[config.mk]
export PLATFORM = sky130hd
export DESIGN_NAME = alu_arbiter
export DESIGN_NICKNAME = d
export VERILOG_FILES = /design/src/rtl/alu_pkg.sv /design/src/rtl/alu.sv /design/src/rtl/alu_arbiter_pick.sv /design/src/rtl/alu_arbiter.sv
export SDC_FILE = /design/constraint.sdc
export NUM_CORES = 2
export LEC_CHECK = 0
export CAP_MARGIN = 20
export CELL_PAD_IN_SITES_DETAIL_PLACEMENT = 1
export CELL_PAD_IN_SITES_GLOBAL_PLACEMENT = 1
export CORE_ASPECT_RATIO = 1.25
export CORE_UTILIZATION = 48
export DETAILED_ROUTE_END_ITERATION = 7
export PLACE_DENSITY_LB_ADDON = 0.1
export RECOVER_POWER = 50
export SKIP_CTS_REPAIR_TIMING = 1
export SLEW_MARGIN = 10
export SYNTH_ARGS = -nofsm -noshare
export SYNTH_HDL_FRONTEND = slang
export SYNTH_SLANG_ARGS = --single-unit
export TNS_END_PERCENT = 50
[constraint.sdc]
create_clock -name clk -period 11.8 [get_ports clk]
set_clock_uncertainty 0.1 [all_clocks]
set_input_delay 1.77 -clock clk [delete_from_list [all_inputs] [get_ports clk]]
set_output_delay 1.77 -clock clk [all_outputs]
set_load 0.05 [all_outputs]
[src/rtl/alu_pkg.sv]
// Shared types for the ALU and its requester arbiter: operation codes,
// arbiter FSM states and the operation legality check.
package alu_pkg;

    typedef enum logic [3:0] {
        ALU_OPERATION_ADD = 4'd0,
        ALU_OPERATION_SUB = 4'd1,
        ALU_OPERATION_MUL = 4'd2,
        ALU_OPERATION_AND = 4'd3,
        ALU_OPERATION_OR  = 4'd4,
        ALU_OPERATION_XOR = 4'd5,
        ALU_OPERATION_NOT = 4'd6
    } alu_operation_t;

    typedef enum logic [1:0] {
        IDLE = 2'd0,
        EXEC = 2'd1,
        RESP = 2'd2
    } alu_arbiter_state_t;

    function automatic logic alu_operation_legal(input logic [3:0] operation);
        case (operation)
            ALU_OPERATION_ADD,
            ALU_OPERATION_SUB,
            ALU_OPERATION_MUL,
            ALU_OPERATION_AND,
            ALU_OPERATION_OR,
            ALU_OPERATION_XOR,
            ALU_OPERATION_NOT: return 1'b1;
            default:           return 1'b0;
        endcase
    endfunction

endpackage

[src/rtl/alu.sv]
// Combinational 32-bit ALU; all arithmetic wraps modulo 2^32.
// Undefined operation codes produce 0.
module alu
    import alu_pkg::*;
(
    input  logic [3:0]  operation,
    input  logic [31:0] operand0,
    input  logic [31:0] operand1,
    output logic [31:0] dest
);

    always_comb begin
        dest = '0;
        case (operation)
            ALU_OPERATION_ADD: dest = operand0 + operand1;
            ALU_OPERATION_SUB: dest = operand0 - operand1;
            ALU_OPERATION_MUL: dest = operand0 * operand1;
            ALU_OPERATION_AND: dest = operand0 & operand1;
            ALU_OPERATION_OR:  dest = operand0 | operand1;
            ALU_OPERATION_XOR: dest = operand0 ^ operand1;
            ALU_OPERATION_NOT: dest = ~operand0;
            default:           dest = '0;
        endcase
    end

endmodule

[src/rtl/alu_arbiter_pick.sv]
// Combinational winner selection for alu_arbiter. With
// ALU_ARBITER_ROUND_ROBIN_EN defined the search starts after last_grant;
// otherwise the lowest valid index wins.
module alu_arbiter_pick #(
    parameter  int NUM_REQ  = 4,
    localparam int ID_WIDTH = $clog2(NUM_REQ)
) (
    input  logic [NUM_REQ-1:0]  req_valid,
`ifdef ALU_ARBITER_ROUND_ROBIN_EN
    input  logic [ID_WIDTH-1:0] last_grant,
`endif
    output logic [NUM_REQ-1:0]  grant,
    output logic [ID_WIDTH-1:0] winner
);

`ifdef ALU_ARBITER_ROUND_ROBIN_EN
    // One extra bit so last_grant + offset cannot overflow before the wrap.
    logic [ID_WIDTH:0]   sum;
    logic [ID_WIDTH-1:0] idx;

    always_comb begin
        winner = '0;
        sum    = '0;
        idx    = '0;
        // Walk offsets from farthest to nearest so the nearest valid wins.
        for (int k = NUM_REQ; k >= 1; k--) begin
            sum = {1'b0, last_grant} + (ID_WIDTH + 1)'(k);
            if (sum >= (ID_WIDTH + 1)'(NUM_REQ)) begin
                sum = sum - (ID_WIDTH + 1)'(NUM_REQ);
            end
            idx = sum[ID_WIDTH-1:0];
            if (req_valid[idx]) begin
                winner = idx;
            end
        end
    end
`else
    always_comb begin
        winner = '0;
        for (int k = NUM_REQ - 1; k >= 0; k--) begin
            if (req_valid[k]) begin
                winner = ID_WIDTH'(k);
            end
        end
    end
`endif

    always_comb begin
        grant = '0;
        if (|req_valid) begin
            grant = NUM_REQ'(1) << winner;
        end
    end

endmodule

[src/rtl/alu_arbiter.sv]
// Shares one ALU among NUM_REQ requesters: grant, register operands,
// execute, return the tagged result. Arbitration mode: ALU_ARBITER_ROUND_ROBIN_EN.
module alu_arbiter
    import alu_pkg::*;
#(
    parameter  int NUM_REQ  = 4,
    localparam int ID_WIDTH = $clog2(NUM_REQ)
) (
    input  logic                     clk,
    input  logic                     reset_n,
    input  logic [NUM_REQ-1:0]       req_valid,
    output logic [NUM_REQ-1:0]       req_ready,
    input  logic [NUM_REQ-1:0][3:0]  req_operation,
    input  logic [NUM_REQ-1:0][31:0] req_operand0,
    input  logic [NUM_REQ-1:0][31:0] req_operand1,
    output logic                     rsp_valid,
    input  logic                     rsp_ready,
    output logic [ID_WIDTH-1:0]      rsp_id,
    output logic [31:0]              rsp_dest,
    output logic                     rsp_illegal,
    output logic [1:0]               fsm_state
);

    // Handshakes: a transfer happens on a rising edge where valid && ready.
    // req_ready is a combinational function of req_valid and state; the
    // response holds stable in RESP until rsp_ready is seen high.

    alu_arbiter_state_t state_q;
    alu_arbiter_state_t state_d;

    logic [NUM_REQ-1:0]  grant;
    logic [ID_WIDTH-1:0] winner;
    logic                accept_window;
    logic                accept;
    logic                capture;
    logic                release_rsp;

    logic [3:0]          operation_q;
    logic [31:0]         operand0_q;
    logic [31:0]         operand1_q;
    logic [ID_WIDTH-1:0] id_q;
    logic [31:0]         alu_dest;
    logic                operation_legal;

`ifdef ALU_ARBITER_ROUND_ROBIN_EN
    logic [ID_WIDTH-1:0] last_grant;

    always_ff @(posedge clk or negedge reset_n) begin
        if (!reset_n) begin
            last_grant <= ID_WIDTH'(NUM_REQ - 1);
        end else if (accept) begin
            last_grant <= winner;
        end
    end

    alu_arbiter_pick #(.NUM_REQ(NUM_REQ)) u_pick (
        .req_valid  (req_valid),
        .last_grant (last_grant),
        .grant      (grant),
        .winner     (winner)
    );
`else
    alu_arbiter_pick #(.NUM_REQ(NUM_REQ)) u_pick (
        .req_valid (req_valid),
        .grant     (grant),
        .winner    (winner)
    );
`endif

    always_ff @(posedge clk or negedge reset_n) begin
        if (!reset_n) begin
            state_q <= IDLE;
        end else begin
            state_q <= state_d;
        end
    end

    always_comb begin
        state_d = state_q;
        case (state_q)
            IDLE: if (accept) state_d = EXEC;
            EXEC: state_d = RESP;
            RESP: if (rsp_ready) state_d = accept ? EXEC : IDLE;
            default: state_d = IDLE;
        endcase
    end

    always_comb begin
        accept_window = 1'b0;
        capture       = 1'b0;
        release_rsp   = 1'b0;
        case (state_q)
            IDLE: accept_window = 1'b1;
            EXEC: capture = 1'b1;
            RESP: begin
                accept_window = rsp_ready;
                release_rsp   = rsp_ready;
            end
            default: accept_window = 1'b0;
        endcase
        // Gated by reset so no requester sees a grant while reset is held.
        req_ready = (reset_n && accept_window) ? grant : '0;
        accept    = |(req_valid & req_ready);
    end

    assign fsm_state = state_q;

    always_ff @(posedge clk or negedge reset_n) begin
        if (!reset_n) begin
            operation_q <= '0;
            operand0_q  <= '0;
            operand1_q  <= '0;
            id_q        <= '0;
        end else if (accept) begin
            operation_q <= req_operation[winner];
            operand0_q  <= req_operand0[winner];
            operand1_q  <= req_operand1[winner];
            id_q        <= winner;
        end
    end

    alu u_alu (
        .operation (operation_q),
        .operand0  (operand0_q),
        .operand1  (operand1_q),
        .dest      (alu_dest)
    );

    assign operation_legal = alu_operation_legal(operation_q);

    // The response has its own registers so a back-to-back acceptance in
    // RESP can overwrite id_q without disturbing the outgoing response.
    always_ff @(posedge clk or negedge reset_n) begin
        if (!reset_n) begin
            rsp_valid   <= 1'b0;
            rsp_id      <= '0;
            rsp_dest    <= '0;
            rsp_illegal <= 1'b0;
        end else if (capture) begin
            rsp_valid   <= 1'b1;
            rsp_id      <= id_q;
            rsp_dest    <= operation_legal ? alu_dest : 32'h0;
            rsp_illegal <= ~operation_legal;
        end else if (release_rsp) begin
            rsp_valid   <= 1'b0;
        end
    end

endmodule

==> results.md <==
Clocking:
- The number of clock sinks is between 100 and 150.
- The worst-skew pair later-pin latency is 410 ps.
- TritonCTS built the clock tree.
- The total clock buffers created by CTS is 9.
- After clock tree synthesis, the clock-pin slew on the worst setup and hold paths is roughly 90 ps.
- Clock tree synthesis selected as its root buffer the cell sky130_fd_sc_hd__clkbuf_16.
- The H-tree generated during clock tree synthesis spans 3 levels.
- The longest clock path from root to sink contains 2 buffers.

Detailed routing:
- In the routed design, unresolved DRC markers number 0.
- In this run, the number of DRC markers left after iteration 0 of detailed routing was about 2100.
- After detailed routing, the total wire length is 114500 microns.
- In this run the remaining antenna-violating nets after routing total 0.
- The iteration count of the initial detailed-routing pass is 5.
- The average wire length per cell after detail routing is 31.24 microns.
- Using the TritonRoute via totals, the vias-per-cell ratio works out to around 6.3.
- Across all layers, the routed design uses approximately 23000 vias.

STA:
- The minimum clock period is 9120 ps.
- Setup repair after global routing left no endpoint under its margin.
- The count of pins over their slew limit was approximately 150.
- The final hold violation count came to 0.
- Summed over all failing endpoints, the final setup total negative slack is 0 ps.
- The relative slew slack is -1.789.
- Dividing the final minimum period by the clock period gives 0.7728.
- The pin slew with the least headroom to its limit is between 4000 and 5000 ps.
- Setup violations remaining at the end of the flow were counted as 0.
- The peak clock frequency supported by timing is between 100 and 150 MHz.

Finish:
- From synthesis to final layout, the design area changed by 17.07%.
- The antenna cell count is 0.
- The most common cell after layout, fill and taps aside is sky130_fd_sc_hd__inv_1.
- The ratio of cells with drive above 1 in the final layout is 0.05354.
- The library cells used most frequently in the layout, excluding fill and tap cells, are sky130_fd_sc_hd__inv_1 (445), sky130_fd_sc_hd__fa_1 (409), sky130_fd_sc_hd__nand2_1 (368).
- The final layout contains ~3900 nets.

Setup path:
- The most frequent cell on the critical path is sky130_fd_sc_hd__fa_1.
- The critical path data required time is 11940 ps.
- The data arrival time of the critical path is 9260 ps.
- The kind of capture point of the worst setup path is a flop.
- The peak fanout along the critical path is 13.
- Together, buffers and inverters on the worst path number 9.
- The highest cell delay on the worst timing path is between 700 and 800 ps.
- The slowest stage of the critical path belongs to the cell sky130_fd_sc_hd__clkinv_1.
- The critical path class is flop to flop.
- The worst setup path is launched from a flop.
- The critical path's top delay family is adder cells.

Floorplanning:
- Row generation in the floorplan step produced 92 rows.
- The die is ~200 microns wide.
- The starting utilization of the core area is 0.4863.
- The placeable core region is between 0.05 and 0.06 sq mm.
- The number of top-level design ports is approximately 320.
- The die covers roughly 0.052 sq mm.
- The height of the die is ~250 microns.

Logic synthesis:
- The commonest register cell after synthesis is sky130_fd_sc_hd__dfrtp_1.
- The synthesized cell area is roughly 0.025 sq mm.
- The mean instance size in the synthesized netlist is roughly 8.9 sq um.
- For this run, the register share of the synthesized area comes to 0.1100.
- The number of standard cells after synthesis is 2776.
- In this run, synthesis inferred 0 flip-flops with an integrated enable.
- The flop and latch count out of synthesis is roughly 110.
- The count of warnings emitted by yosys is 0.
- Of all flip-flops after synthesis, the portion carrying an async set or reset was 1.000.
- Counting every net in the synthesized netlist gives about 3700.
- The number of distinct library cell variants in the gate-level netlist after synthesis is 71.

GRT:
- The via count of the first global-routing pass was 25820.
- The overall routing resource usage is 0.4495.
- The initial antenna violation count was 6.
- The first global-routing pass estimated approximately 170000 microns of wire.
- Entering global routing, the biggest net connects 95 pins.
- The total grt overflow is 0.

Placed design:
- After legalization and detailed placement, the total HPWL measured approximately 90000 microns.
- The routability congestion estimate is between 1 and 1.5.
- The count of input and output buffers is 320.

Status:
- The flow ran to the end, but the final reports show violations.
- The checks that failed: max-capacitance violations, max-slew violations.

Worst hold path:
- In this run the worst hold path is classified as flop to flop.

Flow run:
- The max-capacitance violation count is 3.
==> layer usage <==
layer,wire [microns],track usage,up-vias
met4,11540,0.3817,4
met5,23,0,-
li1,-,-,9274
met2,53900,0.7380,1492
met1,37990,0.4923,11590
met3,11020,0.1061,551
==> cell families after synthesis <==
kind of cell / Yosys count / share of synthesized area
simple gates: 810 / 0.1341
mux: 82 / 0.06828
xor+xnor: 134 / 0.04832
buf+inv: 624 / 0.09603
flops: 108 / 0.1100
compound gates: 390 / 0.09863
fa+ha+maj: 628 / 0.4447
==> final timing paths <==
check                                       to          start  slack [ps]  depth (start not counted)
max in group asynchronous       operand1_q[11]        reset_n        4700                          2
worst max register to register    rsp_dest[30]  operand0_q[5]        2680                         27
worst min-delay path               rsp_dest[4]    rsp_dest[4]         390                          2
worst max-delay path              rsp_dest[30]  operand0_q[5]        2680                         27
min in group asynchronous            rsp_valid        reset_n        2730                          1
worst min register to register     rsp_dest[4]    rsp_dest[4]         390                          2
==> cells in the mapped netlist (all sizes together), types with 4 or more instances <==
cell,number,area [sq um]
inv,446,1674
fa,409,8188
nand2,368,1381
nor2,359,1348
ha,219,2740
o21ai,141,705.7
clkbuf,131,491.7
dfrtp,108,2703
xnor2,106,928.4
a21oi,88,440.4
mux4,68,1531
buf,29,126.4
xor2,27,236.5
o211ai,21,157.7
a221oi,20,175.2
a21o,18,135.1
clkinv,18,67.56
a31oi,17,106.4
nor3,15,75.07
a211oi,12,95.09
mux2i,9,90.09
o22ai,9,56.30
o31ai,9,81.33
nand3,8,52.55
nand2b,7,43.79
nand4,7,43.79
a22o,6,52.55
and2,6,37.54
and3,6,42.54
o221ai,6,52.55
a2111oi,5,45.04
mux2,5,56.30
nor4,5,31.28
o2111ai,5,43.79
o21a,5,37.54
or4,5,45.04
a22oi,4,30.03
nor2b,4,25.02
nor3b,4,30.03
o21bai,4,30.03
or3,4,25.02
==> area by class of cell <==
cell class,count,area (sq um)
Fill cell,5821,21760
Multi-Input combinational cell,2044,19570
Timing Repair Buffer,375,3623
Sequential cell,108,2703
Inverter,464,1742
Tap cell,658,823.3
Clock buffer,9,225.2
Clock inverter,7,86.33
==> worst reg2reg max path: cells and delay by family (launching register included) <==
kind / cells / cell delay [ps]
compound gates: 5 / 1410
fa+ha+maj: 9 / 4050
buf+inv: 9 / 2050
flops: 1 / 330
mux: 1 / 170
simple gates: 3 / 870
==> metrics by stage <==
| step | setup slack, ps | std cells | hold slack, ps | cell area [sq um] | utilization |
|---|---|---|---|---|---|
| final | 2680 | 3665 | 385.9 | 28770 | 0.5693 |
| after global routing | 2478 | 3665 | 419.9 | 28770 | 0.5693 |
| after detailed placement | 2955 | 3647 | 373.4 | 28430 | 0.5626 |
| after floorplan | 4337 | 2776 | 376.7 | 24570 | - |
| after CTS | 2860 | 3663 | 395.2 | 28740 | 0.5688 |
| after global placement | 3139 | 3646 | 367.1 | 28420 | 0.5625 |
==> flip-flops by register name, indices dropped and copies added (netlist names) <==
register     count
rsp_valid        1
rsp_illegal      1
operand1_q      32
operation_q      4
operand0_q      32
rsp_id           2
rsp_dest        32
fsm_state        2
id_q             2
Power is left out: the tool's default activity adds up to more than one toggle a clock period on the data nets, which glitch-free logic cannot reach.
